File: config.mk
export PLATFORM = sky130hd
export DESIGN_NAME = dilation_3x3
export DESIGN_NICKNAME = d
export VERILOG_FILES = /design/src/rtl/morph_pkg.sv /design/src/rtl/shift_line.sv /design/src/rtl/dilation_3x3.sv
export SDC_FILE = /design/constraint.sdc
export NUM_CORES = 2
export LEC_CHECK = 0
export CAP_MARGIN = 20
export CORE_UTILIZATION = 35
export CTS_BUF_LIST = sky130_fd_sc_hd__clkbuf_2
export CTS_CLUSTER_SIZE = 30
export DETAILED_ROUTE_END_ITERATION = 7
export PLACE_DENSITY_LB_ADDON = 0.2
export SLEW_MARGIN = 40
export SYNTH_ARGS = -nofsm -noshare
export SYNTH_HDL_FRONTEND = slang
export SYNTH_SLANG_ARGS = --single-unit
export TNS_END_PERCENT = 5
File: constraint.sdc
create_clock -name CLK -period 5.25 [get_ports CLK]
set_input_delay 1.05 -clock CLK [delete_from_list [all_inputs] [get_ports CLK]]
set_output_delay 1.05 -clock CLK [all_outputs]
set_load 0.02 [all_outputs]
File: src/rtl/morph_pkg.sv
// Shared definitions for the binary morphology stages (erosion and dilation).
// Window bit order: bit 0 is the left column / top row, bit 2 is the right column / bottom row.
package morph_pkg;

  localparam int LINE_W_DEFAULT  = 800;
  localparam int FRAME_H_DEFAULT = 525;
  localparam int CNT_W_DEFAULT   = 20;

  typedef enum logic [1:0] {
    IDLE,
    FILL,
    RUN
  } state_e;

  localparam logic [2:0] MASK_KEEP_ALL  = 3'b111;
  localparam logic [2:0] MASK_LOW_EDGE  = 3'b110;
  localparam logic [2:0] MASK_HIGH_EDGE = 3'b011;

  // Bits of a window row or column that lie inside the frame.
  function automatic logic [2:0] edgeMask(input logic atLow, input logic atHigh);
    logic [2:0] m;
    m = MASK_KEEP_ALL;
    if (atLow)  m = m & MASK_LOW_EDGE;
    if (atHigh) m = m & MASK_HIGH_EDGE;
    return m;
  endfunction

endpackage

File: src/rtl/shift_line.sv
// One-bit line delay: the output is the bit shifted in DEPTH enabled cycles earlier.
module shift_line
  import morph_pkg::*;
#(
  parameter int DEPTH = LINE_W_DEFAULT
) (
  input  logic clk_i,
  input  logic rst_i,
  input  logic en_i,
  input  logic din_i,
  output logic dout_o
);

  logic [DEPTH-1:0] taps_q;

  always_ff @(posedge clk_i) begin
    if (rst_i) begin
      taps_q <= '0;
    end else if (en_i) begin
      taps_q <= {taps_q[DEPTH-2:0], din_i};
    end
  end

  assign dout_o = taps_q[DEPTH-1];

endmodule

File: src/rtl/dilation_3x3.sv
// Binary 3x3 dilation of a raster 1-bit stream with frame-aware border masking.
// Output pixel k appears after the enabled edge accepting input pixel k+LINE_W+2.
module dilation_3x3
  import morph_pkg::*;
#(
  parameter int LINE_W  = LINE_W_DEFAULT,
  parameter int FRAME_H = FRAME_H_DEFAULT,
  parameter int CNT_W   = CNT_W_DEFAULT
) (
  input  logic CLK,
  input  logic RST,
  input  logic Pix_en,
  input  logic Sof,
  input  logic Data_in,
  output logic Data_out,
  output logic Out_valid,
  output logic Out_sof
);

  localparam logic [CNT_W-1:0] COL_LAST  = CNT_W'(LINE_W - 1);
  localparam logic [CNT_W-1:0] ROW_LAST  = CNT_W'(FRAME_H - 1);
  localparam logic [CNT_W-1:0] FILL_LAST = CNT_W'(LINE_W + 1);

  logic             lineTap0, lineTap1;
  logic [2:0][2:0]  win_q;
  state_e           state_q, state_d;
  logic             fillAct_q, fillAct_d;
  logic [CNT_W-1:0] fillCnt_q, fillCnt_d;
  logic [CNT_W-1:0] col_q, col_d, row_q, row_d;
  logic             dataOut_q, outValid_q, outSof_q;
  logic             emit, emitSof, startNow, windowOr;
  logic [CNT_W-1:0] emitCol, emitRow;
  logic [2:0]       colMask, rowMask;

  shift_line #(.DEPTH(LINE_W)) uLine0 (
    .clk_i (CLK),
    .rst_i (RST),
    .en_i  (Pix_en),
    .din_i (Data_in),
    .dout_o(lineTap0)
  );

  shift_line #(.DEPTH(LINE_W)) uLine1 (
    .clk_i (CLK),
    .rst_i (RST),
    .en_i  (Pix_en),
    .din_i (lineTap0),
    .dout_o(lineTap1)
  );

  // Row 0 is the oldest line (top), row 2 the incoming line (bottom).
  always_ff @(posedge CLK) begin
    if (RST) begin
      win_q <= '0;
    end else if (Pix_en) begin
      win_q[0] <= {lineTap1, win_q[0][2:1]};
      win_q[1] <= {lineTap0, win_q[1][2:1]};
      win_q[2] <= {Data_in,  win_q[2][2:1]};
    end
  end

  always_ff @(posedge CLK) begin
    if (RST) begin
      state_q    <= IDLE;
      fillAct_q  <= 1'b0;
      fillCnt_q  <= '0;
      col_q      <= '0;
      row_q      <= '0;
      dataOut_q  <= 1'b0;
      outValid_q <= 1'b0;
      outSof_q   <= 1'b0;
    end else begin
      state_q   <= state_d;
      fillAct_q <= fillAct_d;
      fillCnt_q <= fillCnt_d;
      col_q     <= col_d;
      row_q     <= row_d;
      if (Pix_en) begin
        dataOut_q  <= emit & windowOr;
        outValid_q <= emit;
        outSof_q   <= emitSof;
      end
    end
  end

  // The fill counter runs alongside RUN so a new frame can take over seamlessly or early.
  always_comb begin
    state_d   = state_q;
    fillAct_d = fillAct_q;
    fillCnt_d = fillCnt_q;
    col_d     = col_q;
    row_d     = row_q;
    emit      = 1'b0;
    emitSof   = 1'b0;
    emitCol   = col_q;
    emitRow   = row_q;
    startNow  = fillAct_q && (fillCnt_q == FILL_LAST);
    if (Pix_en) begin
      if (Sof) begin
        fillAct_d = 1'b1;
        fillCnt_d = '0;
      end else if (startNow) begin
        fillAct_d = 1'b0;
      end else if (fillAct_q) begin
        fillCnt_d = fillCnt_q + CNT_W'(1);
      end

      if (startNow) begin
        emit    = 1'b1;
        emitSof = 1'b1;
        emitCol = '0;
        emitRow = '0;
        state_d = RUN;
      end else if (state_q == RUN) begin
        emit = 1'b1;
        if (col_q == COL_LAST && row_q == ROW_LAST) begin
          state_d = (Sof || fillAct_q) ? FILL : IDLE;
        end
      end else if (state_q == IDLE && Sof) begin
        state_d = FILL;
      end

      if (emit) begin
        if (emitCol == COL_LAST) begin
          col_d = '0;
          row_d = (emitRow == ROW_LAST) ? '0 : emitRow + CNT_W'(1);
        end else begin
          col_d = emitCol + CNT_W'(1);
          row_d = emitRow;
        end
      end
    end
  end

  always_comb begin
    colMask  = edgeMask(emitCol == '0, emitCol == COL_LAST);
    rowMask  = edgeMask(emitRow == '0, emitRow == ROW_LAST);
    windowOr = 1'b0;
    for (int r = 0; r < 3; r++) begin
      if (rowMask[r]) windowOr = windowOr | (|(win_q[r] & colMask));
    end
  end

  assign Data_out  = dataOut_q;
  assign Out_valid = outValid_q;
  assign Out_sof   = outSof_q;

endmodule

==> metrics.cfg <==
[synth]
syn-cell-area_sq_mm = 0.0595
synth_ff_type = dfxtp_1
synth_nets = 5695
synthArstFlopShare_pct = 0
synthCells = 5685
synth_warnings = 0
yosys_register_bits = 1669
seq_area_frac_synth_pct = 56.2
avgSynthCellArea_sq_um = 10.5
synth-edff-count = 0
synth_cell_types = 69

[place]
dpl.hpwl_um = 47800
io_buffers = 7
gp_congestion = 0.819

[drt]
post-route-drc-count = 0
wl_um = 92400
ant_nets = 0
dr.pass1.iters = 5
drt_first_iter_violations = 1754
viasPerCell = 4.53
wl_per_cell_um = 11.1
vias = 37600

[worst_setup_path]
path_class = flip-flop to flip-flop
crit_path_start_kind = flip-flop
endpoint_kind = flip-flop
crit_family = simple AND/OR/NAND/NOR gates
path_cells = ha_1 -> nor4b_1 -> and3_1 -> nand2_1 -> and2_1 -> ha_1 -> and4_1 -> a22oi_1 -> nand3_1 -> or4_1 -> a21oi_1
slowest_stage = and3_1
crit_top_cell = ha_1
crit_buf_inv = 0
path_max_fanout = 11
required_ps = 6780
crit_arrival_ps = 5570
reg2reg_setup_slack_ps = 1220
cpPeakStageDelay_ps = 590

[sta]
final.setup.tns_ps = 0
min_period_ps = 4030
slew_violations = 0
hold_viol = 0
slew_headroom_pct = 30.0
rsz0062_at_grt = no
fmax_mhz = 248
min_period_over_period_pct = 76.8
setup_violations = 0
tightest_slew_ps = 1050
finalClockSkew_ps = 117

[power]
leakage_nw = 29.0
clock_power_share_pct = 38.4
switchingPower_w = 0.00546
swShare_pct = 25.0
finalPower_w = 0.0218
pwr-share-seq_pct = 57.9
ir_drop_v = 0.000133
powerDensity_mw_per_mm2 = 334
p_int_w = 0.0164
comb_power_share_pct = 3.7

[floorplanning]
die_area_sq_mm = 0.172
fp.dieW_um = 414
initial_core_util_pct = 35.4
die-height_um = 414
core_area_sq_mm = 0.168
placementRows = 150
io_pins = 8

[global_routing]
track_usage_pct = 10.7
antenna_found_initial = 1
first_global_vias = 36400
grt_start_max_net_pins = 208
overflow = 0
grt_pass1_wl_um = 163000

[final_layout]
multi_input_area_sq_mm = 0.0246
syn_to_final_growth_pct = 9.87
nets = 5812
drive_above_1_share_pct = 11.9
fillCellCount = 16600
regArea_sq_mm = 0.0334

[run]
cap_violations = 0

[clock_tree]
cts_tree = yes
cts_root_buffer = clkbuf_2
clock-sinks = 1669
clock_latency_ps = 1710
cts_setup_buffers = 0
path_clk_slew_ps = 110
cts_buffer_depth = 4
htreeDepth = 5
cts_buffers = 436

[outcome]
outcome = finished clean

[hold_path]
hp-class = flip-flop to flip-flop

## through the flow
stage	std cells	hold WS [ps]	worst slack, ps	utilization, %	cell area [sq um]
6_report	8299	402	1220	38.9	65400
5_1_grt	8298	221	800	38.9	65400
4_1_cts	8296	63.3	1080	38.9	65300
3_5_place_dp	7563	478	1320	36.7	61600
3_3_place_gp	7558	469	1420	36.6	61500
2_1_floorplan	5685	451	1580	-	59500
## state kept, by name, indices dropped and copies added (netlist names)
register,flops
Data_out,1
Out_sof,1
Out_valid,1
col_q,20
fillAct_q,1
fillCnt_q,20
row_q,20
state_q,2
uLine0.taps_q,800
uLine1.taps_q,800
win_q,3
## final timing paths
| check | cells past startpoint | start | endpoint |
|---|---|---|---|
| min reg2reg | 2 | uLine0.taps_q[79] | uLine0.taps_q[80] |
| min | 2 | uLine0.taps_q[79] | uLine0.taps_q[80] |
| max | 11 | fillCnt_q[0] | col_q[7] |
| max reg2reg | 11 | fillCnt_q[0] | col_q[7] |
## power by group through the flow
stage               combinational, W  clock, W  sequential [W]
detailed placement          0.000825         0          0.0129
global placement            0.000816         0          0.0129
finish                      0.000814   0.00838          0.0127
CTS                         0.000829   0.00901          0.0127
floorplan                   0.000698         0          0.0129
global route                0.000876   0.00971          0.0127
## metal layers
metal	vias up	part of all wire, %	global-route usage, %
met5	-	0	0
met4	0	2.6	5.39
met3	213	5.2	3.46
met2	579	43	16.4
met1	17200	49	13.3
li1	19600	-	-
## worst min-delay path, cell delays in order (launching register included)
cell and delay [ps]:
dfxtp_1 340, mux2i_1 70, nor2_1 70
## synthesized netlist by cell type (4+ instances only)
library cell	count	area share (%)
and3_1	13	0.14
a31oi_1	5	0.053
o21ai_0	32	0.27
nor4_1	14	0.15
xnor2_1	8	0.12
o31ai_1	4	0.050
and2_1	12	0.13
dfxtp_1	1669	56
or3_1	11	0.12
o21ai_1	6	0.050
nor2_1	1639	10
clkbuf_1	270	1.7
nor2b_1	4	0.042
xor2_1	5	0.074
nor3_1	14	0.12
nand4_1	19	0.20
buf_2	6	0.050
buf_1	106	0.67
nand3_1	28	0.24
a21oi_1	44	0.37
inv_1	18	0.11
or4_1	12	0.15
mux2i_1	1605	27
a311oi_1	7	0.10
ha_1	5	0.11
nand2_1	52	0.33
a41oi_1	4	0.059
o211ai_1	6	0.076
nand3b_1	4	0.050
and4_1	6	0.088
## logic make-up (layout without fill, tap and decap cells)
| group | count (synthesis) | in the layout | share of synthesized area, % |
|---|---|---|---|
| buf+inv | 401 | 809 | 2.54 |
| flops | 1669 | 1669 | 56.2 |
| other cells | 0 | 2 | 0 |
| compound gates | 150 | 150 | 1.67 |
| simple gates | 1842 | 1842 | 12.3 |
| fa+ha+maj | 5 | 5 | 0.105 |
| xor+xnor | 13 | 13 | 0.191 |
| mux | 1605 | 1605 | 27.0 |
## final cells by class
type / instances / share of cell area (%)
diodes: 2 / 0.00766
clock buffers: 636 / 4.87
clock inverters: 93 / 0.750
inverters: 19 / 0.109
multi-input cells: 3615 / 37.6
flip-flops and latches: 1669 / 51.1
well taps: 2204 / 4.22
repair buffers: 61 / 1.32
## timing repair
action / 4_1_cts / 5_1_grt
endpoints found under the setup margin: 0 / 0
hold buffers: 4 / 0
resized for setup: 0 / 0
hold endpoints to repair: 741 / 0
## layout by cell type (no fill, tap or decap), types with 12 or more instances in the layout
| cell type | count |
|---|---|
| nor3_1 | 14 |
| inv_1 | 18 |
| nand3_1 | 28 |
| and3_1 | 13 |
| nand4_1 | 19 |
| clkinv_1 | 76 |
| buf_4 | 24 |
| and2_1 | 12 |
| nand2_1 | 52 |
| o21ai_0 | 32 |
| buf_12 | 18 |
| dfxtp_1 | 1669 |
| a21oi_1 | 43 |
| nor2_1 | 1638 |
| clkbuf_2 | 636 |
| or4_1 | 12 |
| nor4_1 | 14 |
| mux2i_1 | 1605 |
Power figures use the tool's default switching activity.
